==> src/rtl/tile_collision_pkg.sv <==
// Shared types and constants for the tile collision probe.
// The FSM state encoding, side indices and default geometry live here so
// the probe generator and the top-level controller agree on them.
package tile_collision_pkg;

    // Scan controller states
    typedef enum logic [1:0] {
        IDLE,
        PROBE,
        WAIT,
        COMMIT
    } state_t;

    // Side indices, also the bit positions of the scratch accumulator
    localparam int SIDE_L = 0;
    localparam int SIDE_R = 1;
    localparam int SIDE_U = 2;
    localparam int SIDE_D = 3;

    // Default geometry and timing
    localparam int DEF_TILEMAP_W = 2000;
    localparam int DEF_TILEMAP_H = 16;
    localparam int DEF_X_W       = 11;
    localparam int DEF_Y_W       = 4;
    localparam int DEF_ADDR_W    = 15;
    localparam int DEF_TILE_W    = 4;
    localparam int DEF_SPAN      = 1;
    localparam int DEF_RD_LAT    = 1;

    // Legal ranges for the footprint and memory latency
    localparam int MAX_SPAN   = 4;
    localparam int MAX_RD_LAT = 3;

    // Probe index width: covers 4*MAX_SPAN probes
    localparam int K_W = 4;

    // Latency counter width: covers MAX_RD_LAT cycles
    localparam int LAT_W = 2;

    // Number of probes in one scan for a given footprint
    function automatic int probe_total(input int span);
        return 4 * span;
    endfunction

endpackage

==> src/rtl/tile_probe_gen.sv <==
// Combinational probe coordinate generator for detect_tile_collision.
// Maps the latched footprint origin (x, y) and probe index k to the tile
// being examined: signed column/row, which side it belongs to, whether it
// lies inside the map, and its linear tilemap address.
// Probe order is left, right, up, down with j = 0..SPAN-1 inside each side.
module tile_probe_gen
    import tile_collision_pkg::*;
#(
    parameter int TILEMAP_W = DEF_TILEMAP_W,
    parameter int TILEMAP_H = DEF_TILEMAP_H,
    parameter int X_W       = DEF_X_W,
    parameter int Y_W       = DEF_Y_W,
    parameter int ADDR_W    = DEF_ADDR_W,
    parameter int SPAN      = DEF_SPAN
) (
    input  logic [X_W-1:0]        x,
    input  logic [Y_W-1:0]        y,
    input  logic [K_W-1:0]        k,
    output logic signed [X_W+1:0] column,
    output logic signed [Y_W+1:0] row,
    output logic [1:0]            side,
    output logic                  in_bounds,
    output logic [ADDR_W-1:0]     address
);

    int side_i;
    int j_i;
    int col_i;
    int row_i;
    logic [ADDR_W:0] addr_wide;

    // Decode k into side and offset, then place the probe cell next to the footprint
    always_comb begin
        side_i = int'(k) / SPAN;
        j_i    = int'(k) % SPAN;
        col_i  = int'(x);
        row_i  = int'(y);
        case (side_i)
            SIDE_L: begin
                col_i = int'(x) - 1;
                row_i = int'(y) + j_i;
            end
            SIDE_R: begin
                col_i = int'(x) + SPAN;
                row_i = int'(y) + j_i;
            end
            SIDE_U: begin
                col_i = int'(x) + j_i;
                row_i = int'(y) - 1;
            end
            default: begin
                col_i = int'(x) + j_i;
                row_i = int'(y) + SPAN;
            end
        endcase
    end

    assign side   = 2'(side_i);
    assign column = (X_W+2)'(col_i);
    assign row    = (Y_W+2)'(row_i);

    // Signed comparison so x-1 at column 0 and y-1 at row 0 fall outside the map
    assign in_bounds = (col_i >= 0) && (col_i < TILEMAP_W) &&
                       (row_i >= 0) && (row_i < TILEMAP_H);

    // One spare bit of headroom, then truncate; only meaningful when in_bounds
    assign addr_wide = (ADDR_W+1)'(col_i) +
                       (ADDR_W+1)'(row_i) * (ADDR_W+1)'(TILEMAP_W);
    assign address   = ADDR_W'(addr_wide);

endmodule

==> src/rtl/detect_tile_collision.sv <==
// Four-way background collision probe for a SPAN x SPAN tile sprite footprint.
// On a start request it walks every tile bordering the footprint (left, right,
// up, down), reads in-bounds tiles from the shared tilemap port with RD_LAT
// cycles of latency, treats out-of-map tiles as solid, and publishes all four
// side flags together once the scan is complete.
// Optional build macro: DETECT_TILE_COLLISION_SOLID_MASK_EN adds a solid_mask
// input that selects which tile codes are solid; without it any nonzero tile
// code is solid.
module detect_tile_collision
    import tile_collision_pkg::*;
#(
    parameter int TILEMAP_W = DEF_TILEMAP_W,
    parameter int TILEMAP_H = DEF_TILEMAP_H,
    parameter int X_W       = DEF_X_W,
    parameter int Y_W       = DEF_Y_W,
    parameter int ADDR_W    = DEF_ADDR_W,
    parameter int TILE_W    = DEF_TILE_W,
    parameter int SPAN      = DEF_SPAN,
    parameter int RD_LAT    = DEF_RD_LAT
) (
    input  logic                   clock,
    input  logic                   resetn,
    input  logic                   enable,
    input  logic [X_W-1:0]         x_location,
    input  logic [Y_W-1:0]         y_location,
    input  logic [TILE_W-1:0]      memory_input,
`ifdef DETECT_TILE_COLLISION_SOLID_MASK_EN
    input  logic [2**TILE_W-1:0]   solid_mask,
`endif
    output logic [ADDR_W-1:0]      memory_address,
    output logic                   mem_rd,
    output logic                   left,
    output logic                   right,
    output logic                   up,
    output logic                   down,
    output logic                   done
);

    // Reject geometries the address bus or counters cannot represent
    if (longint'(TILEMAP_W) * longint'(TILEMAP_H) > (longint'(1) << ADDR_W)) begin : g_bad_map
        $error("detect_tile_collision: TILEMAP_W*TILEMAP_H exceeds 2**ADDR_W");
    end
    if (SPAN < 1 || SPAN > MAX_SPAN) begin : g_bad_span
        $error("detect_tile_collision: SPAN must be in 1..4");
    end
    if (RD_LAT < 1 || RD_LAT > MAX_RD_LAT) begin : g_bad_lat
        $error("detect_tile_collision: RD_LAT must be in 1..3");
    end

    state_t             state;
    logic [X_W-1:0]     x_lat;
    logic [Y_W-1:0]     y_lat;
    logic [K_W-1:0]     k;
    logic [LAT_W-1:0]   lat_cnt;
    logic [3:0]         acc;

    logic signed [X_W+1:0] probe_column;
    logic signed [Y_W+1:0] probe_row;
    logic [1:0]            probe_side;
    logic                  probe_in_bounds;
    logic [ADDR_W-1:0]     probe_address;

    logic solid;
    logic last_probe;
    logic last_wait;
    logic unused_coords;

    tile_probe_gen #(
        .TILEMAP_W (TILEMAP_W),
        .TILEMAP_H (TILEMAP_H),
        .X_W       (X_W),
        .Y_W       (Y_W),
        .ADDR_W    (ADDR_W),
        .SPAN      (SPAN)
    ) u_probe_gen (
        .x         (x_lat),
        .y         (y_lat),
        .k         (k),
        .column    (probe_column),
        .row       (probe_row),
        .side      (probe_side),
        .in_bounds (probe_in_bounds),
        .address   (probe_address)
    );

    // Column and row are only of interest when checking the generator on its own
    assign unused_coords = ^{probe_column, probe_row};

`ifdef DETECT_TILE_COLLISION_SOLID_MASK_EN
    assign solid = solid_mask[memory_input];
`else
    assign solid = (memory_input != '0);
`endif

    assign last_probe = (k == K_W'(probe_total(SPAN) - 1));
    assign last_wait  = (lat_cnt == LAT_W'(RD_LAT - 1));

    // The read strobe covers exactly the PROBE cycle of an in-bounds cell,
    // so the address bus is parked at zero at all other times
    assign mem_rd         = (state == PROBE) && probe_in_bounds;
    assign memory_address = mem_rd ? probe_address : '0;

    // Scan controller: latch request, walk probes, wait out read latency, commit flags
    always_ff @(posedge clock or negedge resetn) begin
        if (!resetn) begin
            state   <= IDLE;
            x_lat   <= '0;
            y_lat   <= '0;
            k       <= '0;
            lat_cnt <= '0;
            acc     <= '0;
            left    <= 1'b0;
            right   <= 1'b0;
            up      <= 1'b0;
            down    <= 1'b0;
            done    <= 1'b1;
        end else begin
            case (state)
                IDLE: begin
                    if (enable) begin
                        x_lat   <= x_location;
                        y_lat   <= y_location;
                        k       <= '0;
                        lat_cnt <= '0;
                        acc     <= '0;
                        done    <= 1'b0;
                        state   <= PROBE;
                    end
                end
                PROBE: begin
                    if (probe_in_bounds) begin
                        lat_cnt <= '0;
                        state   <= WAIT;
                    end else begin
                        acc[probe_side] <= 1'b1;
                        if (last_probe) begin
                            state <= COMMIT;
                        end else begin
                            k <= k + K_W'(1);
                        end
                    end
                end
                WAIT: begin
                    if (last_wait) begin
                        acc[probe_side] <= acc[probe_side] | solid;
                        if (last_probe) begin
                            state <= COMMIT;
                        end else begin
                            k     <= k + K_W'(1);
                            state <= PROBE;
                        end
                    end else begin
                        lat_cnt <= lat_cnt + LAT_W'(1);
                    end
                end
                COMMIT: begin
                    left  <= acc[SIDE_L];
                    right <= acc[SIDE_R];
                    up    <= acc[SIDE_U];
                    down  <= acc[SIDE_D];
                    done  <= 1'b1;
                    state <= IDLE;
                end
                default: begin
                    state <= IDLE;
                end
            endcase
        end
    end

endmodule

==> config.mk <==
export PLATFORM = sky130hd
export DESIGN_NAME = detect_tile_collision
export DESIGN_NICKNAME = d
export VERILOG_FILES = /design/src/rtl/tile_collision_pkg.sv /design/src/rtl/tile_probe_gen.sv /design/src/rtl/detect_tile_collision.sv
export SDC_FILE = /design/constraint.sdc
export NUM_CORES = 1
export LEC_CHECK = 0
export BUFFER_PORTS_ARGS = -buffer_cell sky130_fd_sc_hd__clkbuf_2
export CELL_PAD_IN_SITES_DETAIL_PLACEMENT = 0
export CELL_PAD_IN_SITES_GLOBAL_PLACEMENT = 2
export CORE_MARGIN = 1.5
export CORE_UTILIZATION = 34
export CTS_BUF_LIST = sky130_fd_sc_hd__clkbuf_4 sky130_fd_sc_hd__clkbuf_8
export CTS_CLUSTER_SIZE = 24
export DETAILED_ROUTE_END_ITERATION = 6
export GPL_ROUTABILITY_DRIVEN = 0
export PLACE_DENSITY = 0.8
export SYNTH_ARGS = -nofsm -noshare
export SYNTH_HDL_FRONTEND = slang
export SYNTH_SLANG_ARGS = --single-unit
==> constraint.sdc <==
create_clock -name clock -period 5.7 [get_ports clock]
set_clock_uncertainty 0.05 [all_clocks]
set_input_delay 0 -clock clock [delete_from_list [all_inputs] [get_ports clock]]
set_output_delay 0 -clock clock [all_outputs]
set_load 0.02 [all_outputs]
==> flow_summary.json, run 1 <==
{
  "status": "finished, violations left",
  "violations": "setup timing",
  "routed_via_density": 5.10,
  "crit_chain": "buf_4 -> ha_4 -> buf_4 -> a21oi_2 -> a41o_1 -> o22ai_2 -> buf_6 -> buf_4 -> fa_1 -> inv_1 -> ha_1 -> ha_1 -> fa_1 -> ha_1 -> a21o_1 -> a21oi_2 -> buf_4 -> xnor2_2 -> ha_2 -> a21o_1 -> o211a_1 -> or3_1 -> a21oi_2 -> clkbuf_8",
  "cts_buffer_depth": 2,
  "syn_nets": 519,
  "slowest_stage": "fa_1",
  "min_from": "memory_input[2]",
  "dr.first_iter.drc_count": 107,
  "drt_pass1_iterations": 4,
  "setup_viol": 1,
  "tightest_slew_ps": 889,
  "fp-row-count": 38,
  "synth-edff-count": 0,
  "layout_common_cells": "inv_1 (55), ha_1 (40), clkbuf_2 (39)",
  "final_common_cell": "inv_1",
  "diodes": 0,
  "die_y_microns": 110,
  "overflow": 0,
  "grt_pass1_vias": 3336,
  "slew_viol_final": 0,
  "synth_warnings": 0,
  "synthCells": 432,
  "fill_cells": 1102,
  "path_clk_slew_ps": 80,
  "route.vias.total": 3333,
  "ioPinCount": 43,
  "ys.flop_type": "dfrtp_1",
  "startpoint": "k[1]",
  "cts_root_buf": "clkbuf_8",
  "dp_hpwl_mm": 7.28,
  "grt_pass1_wl_mm": 16.0,
  "crit_arrival_ps": 5660,
  "grt_max_degree": 33,
  "worstSetupPathType": "flop to output port",
  "synth-seq-area-share": 0.207,
  "rsz0062_at_grt": "yes",
  "drc": 0,
  "ys_ff_latch": 32,
  "clk_latency_ps": 280,
  "synth_cell_types": 73,
  "numPortBuffers": 42,
  "cts_made_buffers": 5,
  "drive_gt1_frac": 0.296,
  "slowest_delay_ps": 530,
  "maxCapViolations": 0,
  "fin_crit_ps": 5710,
  "syn_avg_cell_area_sq_um": 8.96,
  "htree_levels": 2,
  "cp_max_fo": 5,
  "fp.coreArea_sq_mm": 0.0110,
  "die-area_sq_mm": 0.0120,
  "startpoint_type": "flop",
  "setup_ws_ps": -8.77,
  "worstPathRequired_ps": 5650,
  "cp-end-kind": "output port",
  "track_usage": 0.169,
  "cts_sinks": 32,
  "cts_tree": "done",
  "finalCritPeriodShare": 1.00,
  "initial_core_util": 0.352,
  "maxSlewHeadroom": 0.406,
  "cpMostUsedCell": "buf_4",
  "fmax_ghz": 0.175,
  "ant_nets": 0,
  "area_delta_synth_final_pct": 26.2,
  "routed_wirelength_mm": 9.44,
  "hold_viol": 0,
  "hp-class": "primary input to flop",
  "async_flop_share": 1.00,
  "timing.rr.start": "k[0]",
  "final_nets": 600,
  "antenna_found_initial": 0,
  "hold_ws_ps": 285,
  "syn_area_sq_mm": 0.00387,
  "die_w_microns": 110,
  "wl_per_cell_microns": 14.4
}
## state kept, by name, summed over array words and instances, names as in the netlist
name     cells
k            4
down         1
up           1
state        2
right        1
done         1
y_lat        4
x_lat       11
lat_cnt      2
left         1
acc          4
## final cells by class
| class | instances | area (sq um) | area share |
|---|---|---|---|
| timing repair buffer | 91 | 644 | 0.132 |
| sequential | 32 | 802 | 0.164 |
| tap | 140 | 175 | 0.0359 |
| multi-input combinational | 320 | 2940 | 0.602 |
| clock inverter | 3 | 18.8 | 0.00384 |
| clock buffer | 5 | 68.8 | 0.0141 |
| inverter | 63 | 236 | 0.0484 |
## synthesized netlist by cell type, drive strengths merged (9+ instances only)
master | count | area, sq um
ha | 48 | 601
inv | 63 | 236
nor2 | 28 | 105
dfrtp | 31 | 776
a21oi | 26 | 130
mux2 | 19 | 214
xnor2 | 11 | 96.3
buf | 9 | 58.8
nand2 | 21 | 81.3
fa | 17 | 340
a21o | 9 | 67.6
nor3 | 16 | 91.3
o21ai | 17 | 88.8
## timing repair
item	4_1_cts	5_1_grt
hold buffers	17	0
setup buffers	8	4
endpoints found under the hold margin	47	0
setup endpoints to repair	3	3
pin swaps	18	9
resized for setup	33	11
## layer usage
layer,GRT usage,vias up,part of all wire
met3,0.0196,5,0.028
li1,-,1683,-
met1,0.227,1600,0.48
met5,0,-,0
met2,0.296,45,0.49
met4,0.0223,0,0.0047
## cell families after synthesis
kind of cell	after synthesis	synth area share
multiplexers	26	0.0767
XOR/XNOR	18	0.0408
AND/OR/NAND/NOR	106	0.145
flip-flops	32	0.207
other	1	0.000969
AO/OA/AOI/OAI	104	0.202
buffers and inverters	80	0.0844
adder cells (fa/ha/maj)	65	0.243
## final timing paths
kind	endpoint	slack, ps	cells past startpoint
max in group asynchronous	x_lat[4]	4790	2
worst max-delay path	memory_address[14]	-9	24
worst min register to register	done	450	2
worst min-delay path	acc[0]	280	6
worst max register to register	k[3]	1720	12
min in group asynchronous	right	290	2
## critical path: cells and delay by family (launching register included)
family | cells | cell delay, ps
xor+xnor | 1 | 100
flops | 1 | 410
buf+inv | 7 | 880
simple gates | 1 | 320
fa+ha+maj | 7 | 2370
compound gates | 8 | 1290
## stage by stage
step	setup WS, ps	area [sq um]	utilization	setup TNS [ps]	instances
CTS	-22.4	4810	0.438	-22.4	650
detailed placement	-146	4340	0.395	-236	617
finish	-8.77	4880	0.445	-8.77	654
global route	-283	4880	0.445	-676	654
floorplan	11.9	3890	-	0	432
global placement	-1.26	4340	0.395	-1.26	617
Power of run 1 is not shown: default switching activity piles up to over one toggle a cycle in this logic, so the estimate is an artifact.
==> run 2, diff against run 1 <==
Settings changed: BUFFER_PORTS_ARGS -buffer_cell sky130_fd_sc_hd__clkbuf_2 to -buffer_cell sky130_fd_sc_hd__buf_2, CORE_UTILIZATION 34 to 35, PLACE_DENSITY 0.8 to 0.81, SYNTH_HIERARCHICAL from default to 1.
==> run 2 against run 1 <==
  * The flow now finishes without violations
  * Critical path depth decreased by 2
  * Wire length shrank 15%
  * Global-route usage fell by 1.9 points
  * Non-clock buffer count down 9
  * Die area down 9.8%
  * Cell area is 8.0% lower
  * First-iteration DRC count down 44%
  * Highest routed layer unchanged
==> flow_summary.json, run 2 <==
{
  "grt_pass1_wl_mm": 13.4,
  "synth_warnings": 6,
  "fin_crit_ps": 5580,
  "finalCritPeriodShare": 0.979,
  "drive_gt1_frac": 0.269,
  "maxSlewHeadroom": 0.525,
  "status": "complete, no violations",
  "startpoint": "k[0]",
  "route.vias.total": 2895,
  "initial_core_util": 0.363,
  "maxCapViolations": 0,
  "syn_avg_cell_area_sq_um": 9.57,
  "tightest_slew_ps": 711,
  "largest_reg_flops": 11,
  "timing.rr.start": "k[2]",
  "drt_pass1_iterations": 4,
  "cts_sinks": 32,
  "crit_chain": "or4b_4 -> buf_4 -> o221ai_4 -> xor2_4 -> inv_2 -> fa_2 -> ha_1 -> inv_1 -> fa_1 -> fa_1 -> inv_1 -> ha_4 -> a21oi_4 -> xnor2_1 -> ha_2 -> nor2_1 -> nor2_2 -> o41ai_4 -> o21ai_1 -> xnor2_1 -> and3_4 -> buf_6",
  "slowest_delay_ps": 580,
  "syn_area_sq_mm": 0.00358,
  "drc": 0,
  "fp-row-count": 36,
  "slowest_stage": "or4b_4",
  "ioPinCount": 43,
  "die_y_microns": 104,
  "cp-end-kind": "output port",
  "startpoint_type": "flop",
  "hold_ws_ps": 85.9,
  "area_delta_synth_final_pct": 25.4,
  "cts_tree": "done",
  "cts_root_buf": "clkbuf_8",
  "clk_latency_ps": 280,
  "ant_nets": 0,
  "slew_viol_final": 0,
  "worstPathRequired_ps": 5650,
  "hold_viol": 0,
  "antenna_found_initial": 0,
  "diodes": 0,
  "wl_per_cell_microns": 13.7,
  "hp-class": "primary input to flop",
  "dr.first_iter.drc_count": 60,
  "fp.coreArea_sq_mm": 0.00986,
  "final_common_cell": "buf_2",
  "fin_cells": 586,
  "track_usage": 0.150,
  "routed_via_density": 4.94,
  "final_nets": 537,
  "numPortBuffers": 42,
  "path_clk_slew_ps": 60,
  "fmax_ghz": 0.179,
  "cts_made_buffers": 5,
  "rsz0062_at_grt": "yes",
  "regMostFlops": "x_lat",
  "min_from": "enable",
  "setup_viol": 0,
  "overflow": 0,
  "die_w_microns": 104,
  "cp_max_fo": 4,
  "dp_hpwl_mm": 6.25,
  "layout_common_cells": "buf_2 (40), inv_1 (39), ha_1 (39)",
  "worstSetupPathType": "flop to output port",
  "htree_levels": 2,
  "fill_cells": 980,
  "syn_nets": 458,
  "synthCells": 374,
  "die-area_sq_mm": 0.0108,
  "grt_pass1_vias": 2963,
  "cts_buffer_depth": 2,
  "crit_arrival_ps": 5530,
  "place_inst": 549,
  "grt_max_degree": 33,
  "routed_wirelength_mm": 8.02
}
run 2: cell types whose count changed in the layout (fill, tap and decap cells not counted), moves of 7 or more:
cell	previous run	this run
buf_4	32	25
a21oi_1	21	9
and3_1	0	16
mux2_1	0	19
mux2_2	19	1
clkbuf_2	39	0
nor3_1	15	6
xnor2_1	10	27
buf_2	0	40
inv_1	55	39
run 2: routing by layer:
layer / vias up / wire length, microns / global-route usage
met5: - / 0 / 0
met4: 0 / 136 / 0.0496
met3: 10 / 161 / 0.0157
met2: 40 / 4220 / 0.288
met1: 1387 / 3500 / 0.172
li1: 1458 / - / -
run 2: what timing repair did:
| item | CTS | global route |
|---|---|---|
| endpoints found under the hold margin | 46 | 0 |
| pin swaps | 18 | 13 |
| setup endpoints to repair | 2 | 3 |
| hold buffers | 16 | 0 |
| setup buffers | 11 | 3 |
| resized for setup | 20 | 13 |
run 2: layout make-up:
type / count / area (sq um) / area share
tap: 133 / 166 / 0.0371
inverter: 45 / 169 / 0.0376
multi-input combinational: 287 / 2700 / 0.601
sequential: 32 / 802 / 0.179
timing repair buffer: 82 / 559 / 0.125
clock buffer: 7 / 96.3 / 0.0215
run 2: critical path: cells and delay by family, from the launching register on:
kind,cells,cell delay (ps)
adder cells (fa/ha/maj),6,2280
AND/OR/NAND/NOR,4,980
AO/OA/AOI/OAI,4,640
buffers and inverters,5,480
XOR/XNOR,3,460
flip-flops,1,370
run 2: final timing paths:
check | end | slack, ps | cells after the start
max | memory_address[14] | 120 | 22
min reg2reg | up | 430 | 1
min | done | 90 | 4
max in group asynchronous | k[1] | 4880 | 2
min in group asynchronous | lat_cnt[0] | 260 | 2
max reg2reg | k[1] | 1930 | 13
run 2: per-stage QoR:
step | setup TNS (ps) | cell area, sq um | setup slack (ps) | util
floorplan | 0 | 3590 | 1.28 | -
global placement | 0 | 3980 | 204 | 0.403
detailed placement | 0 | 3980 | 105 | 0.403
CTS | 0 | 4410 | 7.65 | 0.447
global route | -222 | 4490 | -135 | 0.455
finish | 0 | 4490 | 121 | 0.455
Power of run 2 is left out for the same reason.
